===== config.mk =====
export PLATFORM = sky130hd
export DESIGN_NAME = register_serial_reader_flat
export DESIGN_NICKNAME = d
export VERILOG_FILES = /design/src/rtl/register_serial_reader_if.sv /design/src/rtl/register_serial_reader.sv /design/src/flat_wrapper.sv
export SDC_FILE = /design/constraint.sdc
export NUM_CORES = 1
export LEC_CHECK = 0
export BUFFER_PORTS_ARGS = -buffer_cell sky130_fd_sc_hd__buf_4
export CAP_MARGIN = 20
export CORE_MARGIN = 1.5
export CORE_UTILIZATION = 25
export CTS_CLUSTER_SIZE = 12
export DETAILED_ROUTE_END_ITERATION = 7
export HOLD_SLACK_MARGIN = 0.08
export PLACE_DENSITY_LB_ADDON = 0.15
export SLEW_MARGIN = 20
export SYNTH_ARGS = -nofsm -noshare
export SYNTH_HDL_FRONTEND = slang
export SYNTH_SLANG_ARGS = --single-unit

===== constraint.sdc =====
create_clock -name clock -period 2.15 [get_ports clock]
set_clock_uncertainty 0.15 [all_clocks]
set_input_delay 0.1075 -clock clock [delete_from_list [all_inputs] [get_ports clock]]
set_output_delay 0.1075 -clock clock [all_outputs]
set_load 0.02 [all_outputs]

===== src/rtl/register_serial_reader_if.sv =====
// Bus bundle for the serial register reader: load handshake, parallel word,
// and the serial line with its status flags.
interface register_serial_reader_if #(
  parameter int WIDTH = 8
);
  logic             load;
  logic [WIDTH-1:0] register_input;
  logic             serial_out;
  logic             busy;
  logic             ready;
  logic             done;

  modport master (
    output load,
    output register_input,
    input  serial_out,
    input  busy,
    input  ready,
    input  done
  );

  modport slave (
    input  load,
    input  register_input,
    output serial_out,
    output busy,
    output ready,
    output done
  );
endinterface


===== src/rtl/register_serial_reader.sv =====
// Captures a parallel word on load and shifts it out one bit per clock,
// optionally followed by an even-parity bit; all outputs come from flops.
module register_serial_reader #(
  parameter int WIDTH     = 8,
  parameter bit MSB_FIRST = 1'b1,
  parameter bit PARITY_EN = 1'b0
) (
  input logic                     clock,
  input logic                     clear_n,
  register_serial_reader_if.slave bus
);
  localparam int CW = $clog2(WIDTH + 1);

  localparam logic [1:0] IDLE   = 2'd0;
  localparam logic [1:0] SHIFT  = 2'd1;
  localparam logic [1:0] PARITY = 2'd2;
  localparam logic [1:0] DONE   = 2'd3;

  localparam logic [CW-1:0] LAST_BIT = CW'(WIDTH - 1);

  logic [1:0]       state;
  logic [WIDTH-1:0] shift_reg;
  logic [CW-1:0]    bit_count;
  logic             parity_bit;
  logic             serial_q;
  logic             busy_q;
  logic             ready_q;
  logic             done_q;

  logic             first_bit;
  logic             next_bit;
  logic [WIDTH-1:0] shifted;

  // The bit currently on the line always sits at the outgoing end of shift_reg,
  // so the bit for the following cycle is its neighbour.
  always_comb begin
    first_bit = MSB_FIRST ? bus.register_input[WIDTH-1] : bus.register_input[0];
    next_bit  = MSB_FIRST ? shift_reg[WIDTH-2] : shift_reg[1];
    shifted   = MSB_FIRST ? {shift_reg[WIDTH-2:0], 1'b0}
                          : {1'b0, shift_reg[WIDTH-1:1]};
  end

  always_ff @(posedge clock) begin
    if (!clear_n) begin
      state      <= IDLE;
      shift_reg  <= '0;
      bit_count  <= '0;
      parity_bit <= 1'b0;
      serial_q   <= 1'b0;
      busy_q     <= 1'b0;
      ready_q    <= 1'b1;
      done_q     <= 1'b0;
    end else begin
      case (state)
        IDLE: begin
          if (bus.load) begin
            state      <= SHIFT;
            shift_reg  <= bus.register_input;
            parity_bit <= ^bus.register_input;
            bit_count  <= '0;
            serial_q   <= first_bit;
            busy_q     <= 1'b1;
            ready_q    <= 1'b0;
          end
        end
        SHIFT: begin
          shift_reg <= shifted;
          bit_count <= bit_count + CW'(1);
          if (bit_count == LAST_BIT) begin
            if (PARITY_EN) begin
              state    <= PARITY;
              serial_q <= parity_bit;
            end else begin
              state    <= DONE;
              serial_q <= 1'b0;
              busy_q   <= 1'b0;
              done_q   <= 1'b1;
            end
          end else begin
            serial_q <= next_bit;
          end
        end
        PARITY: begin
          state    <= DONE;
          serial_q <= 1'b0;
          busy_q   <= 1'b0;
          done_q   <= 1'b1;
        end
        DONE: begin
          state   <= IDLE;
          done_q  <= 1'b0;
          ready_q <= 1'b1;
        end
      endcase
    end
  end

  assign bus.serial_out = serial_q;
  assign bus.busy       = busy_q;
  assign bus.ready      = ready_q;
  assign bus.done       = done_q;

  // The status flags are mutually exclusive and done never lasts two cycles.
  a_busy_ready_exclusive : assert property (
    @(posedge clock) disable iff (!clear_n) !(busy_q && ready_q));
  a_done_single_pulse : assert property (
    @(posedge clock) disable iff (!clear_n) done_q |=> !done_q);
endmodule


===== src/flat_wrapper.sv =====
// flat-port wrapper written by rule: the top's interface ports become plain ports
module register_serial_reader_flat 
#(
  parameter int WIDTH     = 8,
  parameter bit MSB_FIRST = 1'b1,
  parameter bit PARITY_EN = 1'b0
)
  (clock, clear_n, bus_load, bus_register_input, bus_serial_out, bus_busy, bus_ready, bus_done);
  register_serial_reader_if #(.WIDTH(WIDTH)) bus_i ();
  input logic clock;
  input logic clear_n;
  input wire logic [$bits(bus_i.load)-1:0] bus_load;
  input wire logic [$bits(bus_i.register_input)-1:0] bus_register_input;
  output wire logic [$bits(bus_i.serial_out)-1:0] bus_serial_out;
  output wire logic [$bits(bus_i.busy)-1:0] bus_busy;
  output wire logic [$bits(bus_i.ready)-1:0] bus_ready;
  output wire logic [$bits(bus_i.done)-1:0] bus_done;
  assign bus_i.load = bus_load;
  assign bus_i.register_input = bus_register_input;
  assign bus_serial_out = bus_i.serial_out;
  assign bus_busy = bus_i.busy;
  assign bus_ready = bus_i.ready;
  assign bus_done = bus_i.done;
  register_serial_reader #(.WIDTH(WIDTH), .MSB_FIRST(MSB_FIRST), .PARITY_EN(PARITY_EN)) u_core (.clock(clock), .clear_n(clear_n), .bus(bus_i));
endmodule

# ---- Yosys cells after proc, flatten, opt, wreduce, memory -nomap -nowiden
# Cells that the tools add are included.
# W data, S select, Z words.
dict set report word_totals {
  in_bits 11
  regBits 17
  word_cells 42
  output_inout_bits 4
}
dict set report op_classes {
  n_eq_ne 6
  reduce_logical 11
  addsub 1
  muxes 17
}
# cell n
set op_table {}
lappend op_table {{$pmux W7 S2} 1}
lappend op_table {{$reduce_and A2 Y1} 5}
lappend op_table {{$pmux W1 S3} 3}
lappend op_table {{$pmux W2 S4} 1}
lappend op_table {{$pmux W4 S2} 1}
lappend op_table {{$mux W7} 1}
lappend op_table {{$mux W1} 6}
lappend op_table {{$reduce_bool A3 Y1} 2}
lappend op_table {{$add A4 B1 Y4 const B} 1}
lappend op_table {{$eq A2 B2 Y1 const B} 2}
lappend op_table {{$eq A4 B3 Y1 const B} 1}
lappend op_table {{$mux W2} 2}
lappend op_table {{$mux W4} 1}
lappend op_table {{$reduce_bool A2 Y1} 2}
lappend op_table {{$reduce_and A3 Y1} 1}
lappend op_table {{$eq A2 B1 Y1 const B} 1}
lappend op_table {{$logic_not A2 Y1} 1}
lappend op_table {{$ne A2 B1 Y1 const B} 1}
lappend op_table {{$ne A2 B2 Y1 const B} 1}
lappend op_table {{$pmux W1 S2} 1}

# ---- Depth between registers and ports, before layout
dict set report depth {
  depth_word 3
  depth_mapped 8
  ltp_nobuf 6
}

# ---- Worst setup path after synthesis
# OpenSTA, ideal clock, no wires.
dict set report synth_path {
  kind {register -> register}
  start {register u_core.state[0]}
  end {register u_core.busy_q, in the netlist u_core.bus.busy}
  path_buffers 1
  arrival_time_ns 1.362
  setup_slack_ns 0.523
  required_ns 1.884
  stages_incl_launch_ff 8
  cell_sequence {dfxtp_1 -> inv_1 -> ha_1 -> nor2b_4 -> buf_6 -> a211oi_2 -> nor2_1 -> a31o_1}
}
dict set report synth_between {
  elab_chain_cells 3
}
# element line_no
set synth_lines {}
lappend synth_lines {{from (decl)} register_serial_reader.sv:21} ;# logic [1:0] state;
lappend synth_lines {{from (signal assigned)} register_serial_reader.sv:45} ;# state <= IDLE;
lappend synth_lines {{from (signal assigned)} register_serial_reader.sv:57} ;# state <= SHIFT;
lappend synth_lines {{from (signal assigned)} register_serial_reader.sv:71} ;# state <= PARITY;
lappend synth_lines {{$eq A2 B1 Y1, or another cell as far along} register_serial_reader.sv:54} ;# case (state)
lappend synth_lines {{$ne A2 B1 Y1 (no line), or another cell as far along} --}
lappend synth_lines {{$reduce_and A3 Y1 (no line)} --}
lappend synth_lines {{to (signal assigned)} register_serial_reader.sv:50} ;# busy_q <= 1'b0;
lappend synth_lines {{to (signal assigned)} register_serial_reader.sv:62} ;# busy_q <= 1'b1;
lappend synth_lines {{to (signal assigned)} register_serial_reader.sv:76} ;# busy_q <= 1'b0;
lappend synth_lines {{to (decl)} register_serial_reader.sv:26} ;# logic busy_q;
# Several ways; a longest one is shown, not always the timed one.
# A chain may end at the register's enable or synchronous reset.

# ---- Final worst setup path
dict set report layout_path {
  start {register u_core.state[1]}
  end {register u_core.serial_q, in the netlist u_core.bus.serial_out}
}
dict set report layout_between {
  elab_chain_cells 3
}
# element line_no
set layout_lines {}
lappend layout_lines {{$eq A2 B2 Y1, or another cell as far along} register_serial_reader.sv:54}
lappend layout_lines {{$reduce_bool A3 Y1 (no line) or $ne A2 B2 Y1 (tied branches)} --}
lappend layout_lines {{$reduce_and A2 Y1 (no line)} --}
lappend layout_lines {{to (signal assigned)} register_serial_reader.sv:61} ;# serial_q <= first_bit;
lappend layout_lines {{to (signal assigned)} register_serial_reader.sv:72} ;# serial_q <= parity_bit;
lappend layout_lines {{to (signal assigned)} register_serial_reader.sv:80} ;# serial_q <= next_bit;
lappend layout_lines {{to (decl)} register_serial_reader.sv:25} ;# logic serial_q;
# Several ways; a longest one is shown, not always the timed one.

==> summary.md <==
| Metric | Value |
|---|---|
| Final setup viols | `0` |
| CTS tree | `yes` |
| Multi-input gate area | `492 µm²` |
| Initial Util | `0.263` |
| Die width | `62.5 µm` |
| Vias | `786` |
| Leakage | `0.000549 µW` |
| Post-synth design cell area | `885 µm²` |
| Synth cell types | `29` |
| Critical path type | `register to register` |
| Die height | `62.5 µm` |
| Max Clock Freq | `504 MHz` |
| RD Place Congestion | `0.725` |
| Slew Viols, Final | `0` |
| RSZ-0062 raised after global routing | `no` |
| Power Dens Cells | `971 nW/µm²` |
| Core Area | `3360 µm²` |
| Initial DRC count | `18` |
| Maximum number of pins on one net before global-route repair | `20` |
| Num CTS Buffers | `3` |
| Global route total overflow | `0` |
| Routed vias/inst | `4.62` |
| Worst min-delay path class | `primary input to register` |
| Top cell type by total area after synthesis | `dfxtp_1` |
| Post-Syn Nets | `112` |
| Crit Path Max Fanout | `7` |
| Setup TNS | `0 ns` |
| Area growth syn-to-layout | `34.1%` |
| Top post-synthesis cells by area | `dfxtp_1 38%, o211a_1 9.1%, ha_1 7.1%` |
| Root Buffer | `clkbuf_4` |
| N_diodes | `0` |
| Max stage delay on crit path | `0.56 ns` |
| Synth warnings | `0` |
| # IOs | `15` |
| Most common cell after layout, fill and taps aside | `buf_4` |
| Bufs and invs on worst path | `2` |
| CP endpoint kind | `register` |
| Leading register cell type out of synthesis | `dfxtp_1` |
| Reg clk slew, reported paths | `0.12 ns` |
| Vias in the first global route | `733` |
| FFs w/ async S/R, synth | `0` |
| Storage element area | `343 µm²` |
| Initial DRT Pass Iterations | `4` |
| DP HPWL | `1290 µm` |
| Max reg flops | `7` |
| Fill count | `382` |
| Max cap viols | `0` |
| Die area | `3900 µm²` |
| Post-route cell area | `1190 µm²` |
| Dpl cell area | `1010 µm²` |
| Register area share after synthesis | `0.385` |
| Sequential power share | `0.395` |
| Minimum clock period | `1.98 ns` |
| Max-slew headroom | `0.608` |
| Post-placement setup slack | `0.366 ns` |
| Critical Path RT | `2.19 ns` |
| WL per Instance | `11.2 µm` |
| Tcrit/Tclk final | `0.923` |
| Hold Fails Final Rpt | `0` |
| Drt drc | `0` |
| Worst path top cell family by delay | `buffers and inverters` |
| Final WS setup | `0.166 ns` |
| Post-synth top area share | `0.385` |
| Routed wire length | `1910 µm` |
| H-Tree Depth | `1` |
| Smallest hold slack | `0.161 ns` |
| NetSw | `434 µW` |
| Post-Synthesis Cells | `96` |
| Synth Register Bits | `17` |
| Crit path DAT | `2.02 ns` |
| CP Launch Type | `register` |
| Post-synth EDFFs | `0` |
| Clk_lat worst skew | `0.30 ns` |
| Initial antenna violation count | `0` |
| Layout cells sized above 1 | `0.234` |
| Slew @ Worst Pin | `0.582 ns` |
| # clock sinks | `17` |
| FP Rows | `21` |
| Status | `finished clean` |
| CP Cell Sequence | `inv_1, ha_2, nor2b_4, nor2_1, o21ai_0, a31oi_1, dlygate4sd3_1` |
| Switch share | `0.377` |
| Tot GR Track Use | `0.105` |
| Routed Antenna Nets | `0` |
| Avg Synthesized Cell Area | `9.21 µm²` |
| PortBufs | `14` |
| Clk buf depth | `2` |
| Layout Nets | `141` |
| Internal | `718 µW` |
| CP max-delay cell | `dlygate4sd3_1` |
| Clock power share | `0.159` |
| Most frequent cells in the layout | `18 x buf_4, 15 x nand2_1, 15 x dfxtp_1` |
| Worst VDD drop | `322 µV` |
| First-pass GRT wire length | `3330 µm` |
| Comb pwr share | `0.446` |
-- cell type report --
type                       count  area share
multi-input combinational     70       0.415
sequential                    17       0.289
timing repair buffer          30       0.215
tap                           46      0.0485
clock buffer                   3      0.0190
inverter                       3     0.00949
clock inverter                 1     0.00422
-- cell families (layout without fill, tap and decap cells) --
logic type	count (synthesis)	after routing	synth area share
AO/OA/AOI/OAI	25	25	0.214
adder cells (fa/ha/maj)	5	5	0.0707
AND/OR/NAND/NOR	34	34	0.198
flip-flops	17	17	0.385
buffers and inverters	9	37	0.0651
multiplexers	6	6	0.0679
-- worst reg2reg max path: cells and delay by family (launching register included) --
kind                     cells  cell delay, ns
buffers and inverters        2            0.64
AO/OA/AOI/OAI                2            0.22
adder cells (fa/ha/maj)      1            0.24
flip-flops                   1            0.35
AND/OR/NAND/NOR              2            0.28
-- final timing paths --
path                        from                     to  slack [ns]  depth (start not counted)
max              u_core.state[1]  u_core.bus.serial_out        0.17                          7
min                     bus_load    u_core.bit_count[1]        0.16                          4
max reg2reg      u_core.state[1]  u_core.bus.serial_out        0.17                          7
min reg2reg  u_core.shift_reg[0]    u_core.shift_reg[0]        0.32                          2
-- cells in the mapped netlist, types with 2 or more instances --
cell,number
nand2_1,15
buf_6,3
dfxtp_1,17
nor2_1,4
inv_1,3
o211a_1,8
nand3_1,2
a21oi_1,4
o21ai_0,6
nor3b_1,2
nor2b_1,3
ha_1,5
mux2i_1,6
a21boi_0,2
clkbuf_1,2
-- layer usage --
| metal | GRT usage | routed length (µm) |
|---|---|---|
| met4 | 0.0583 | 52 |
| met1 | 0.140 | 982 |
| met3 | 0.0216 | 57 |
| met5 | 0 | 0 |
| met2 | 0.160 | 819 |
-- power groups by stage --
stage | clock network [µW] | registers, µW | logic (µW)
global route | 206 | 462 | 572
detailed placement | 0 | 460 | 456
floorplan | 0 | 476 | 345
CTS | 191 | 452 | 487
global placement | 0 | 457 | 453
finish | 184 | 454 | 513
-- repair_timing --
item                                    4_1_cts  5_1_grt
hold buffers                                 12        0
hold endpoints to repair                     17        0
resized for setup                             0        4
setup buffers                                 0        3
endpoints found under the setup margin        0        1
-- through the flow --
| step | total power, µW | std cells | utilization |
|---|---|---|---|
| after floorplan | 822 | 96 | - |
| after global placement | 910 | 151 | 0.300 |
| after detailed placement | 915 | 151 | 0.300 |
| after CTS | 1130 | 167 | 0.344 |
| after global routing | 1240 | 170 | 0.353 |
| final | 1150 | 170 | 0.353 |
Power figures use the tool's default switching activity.
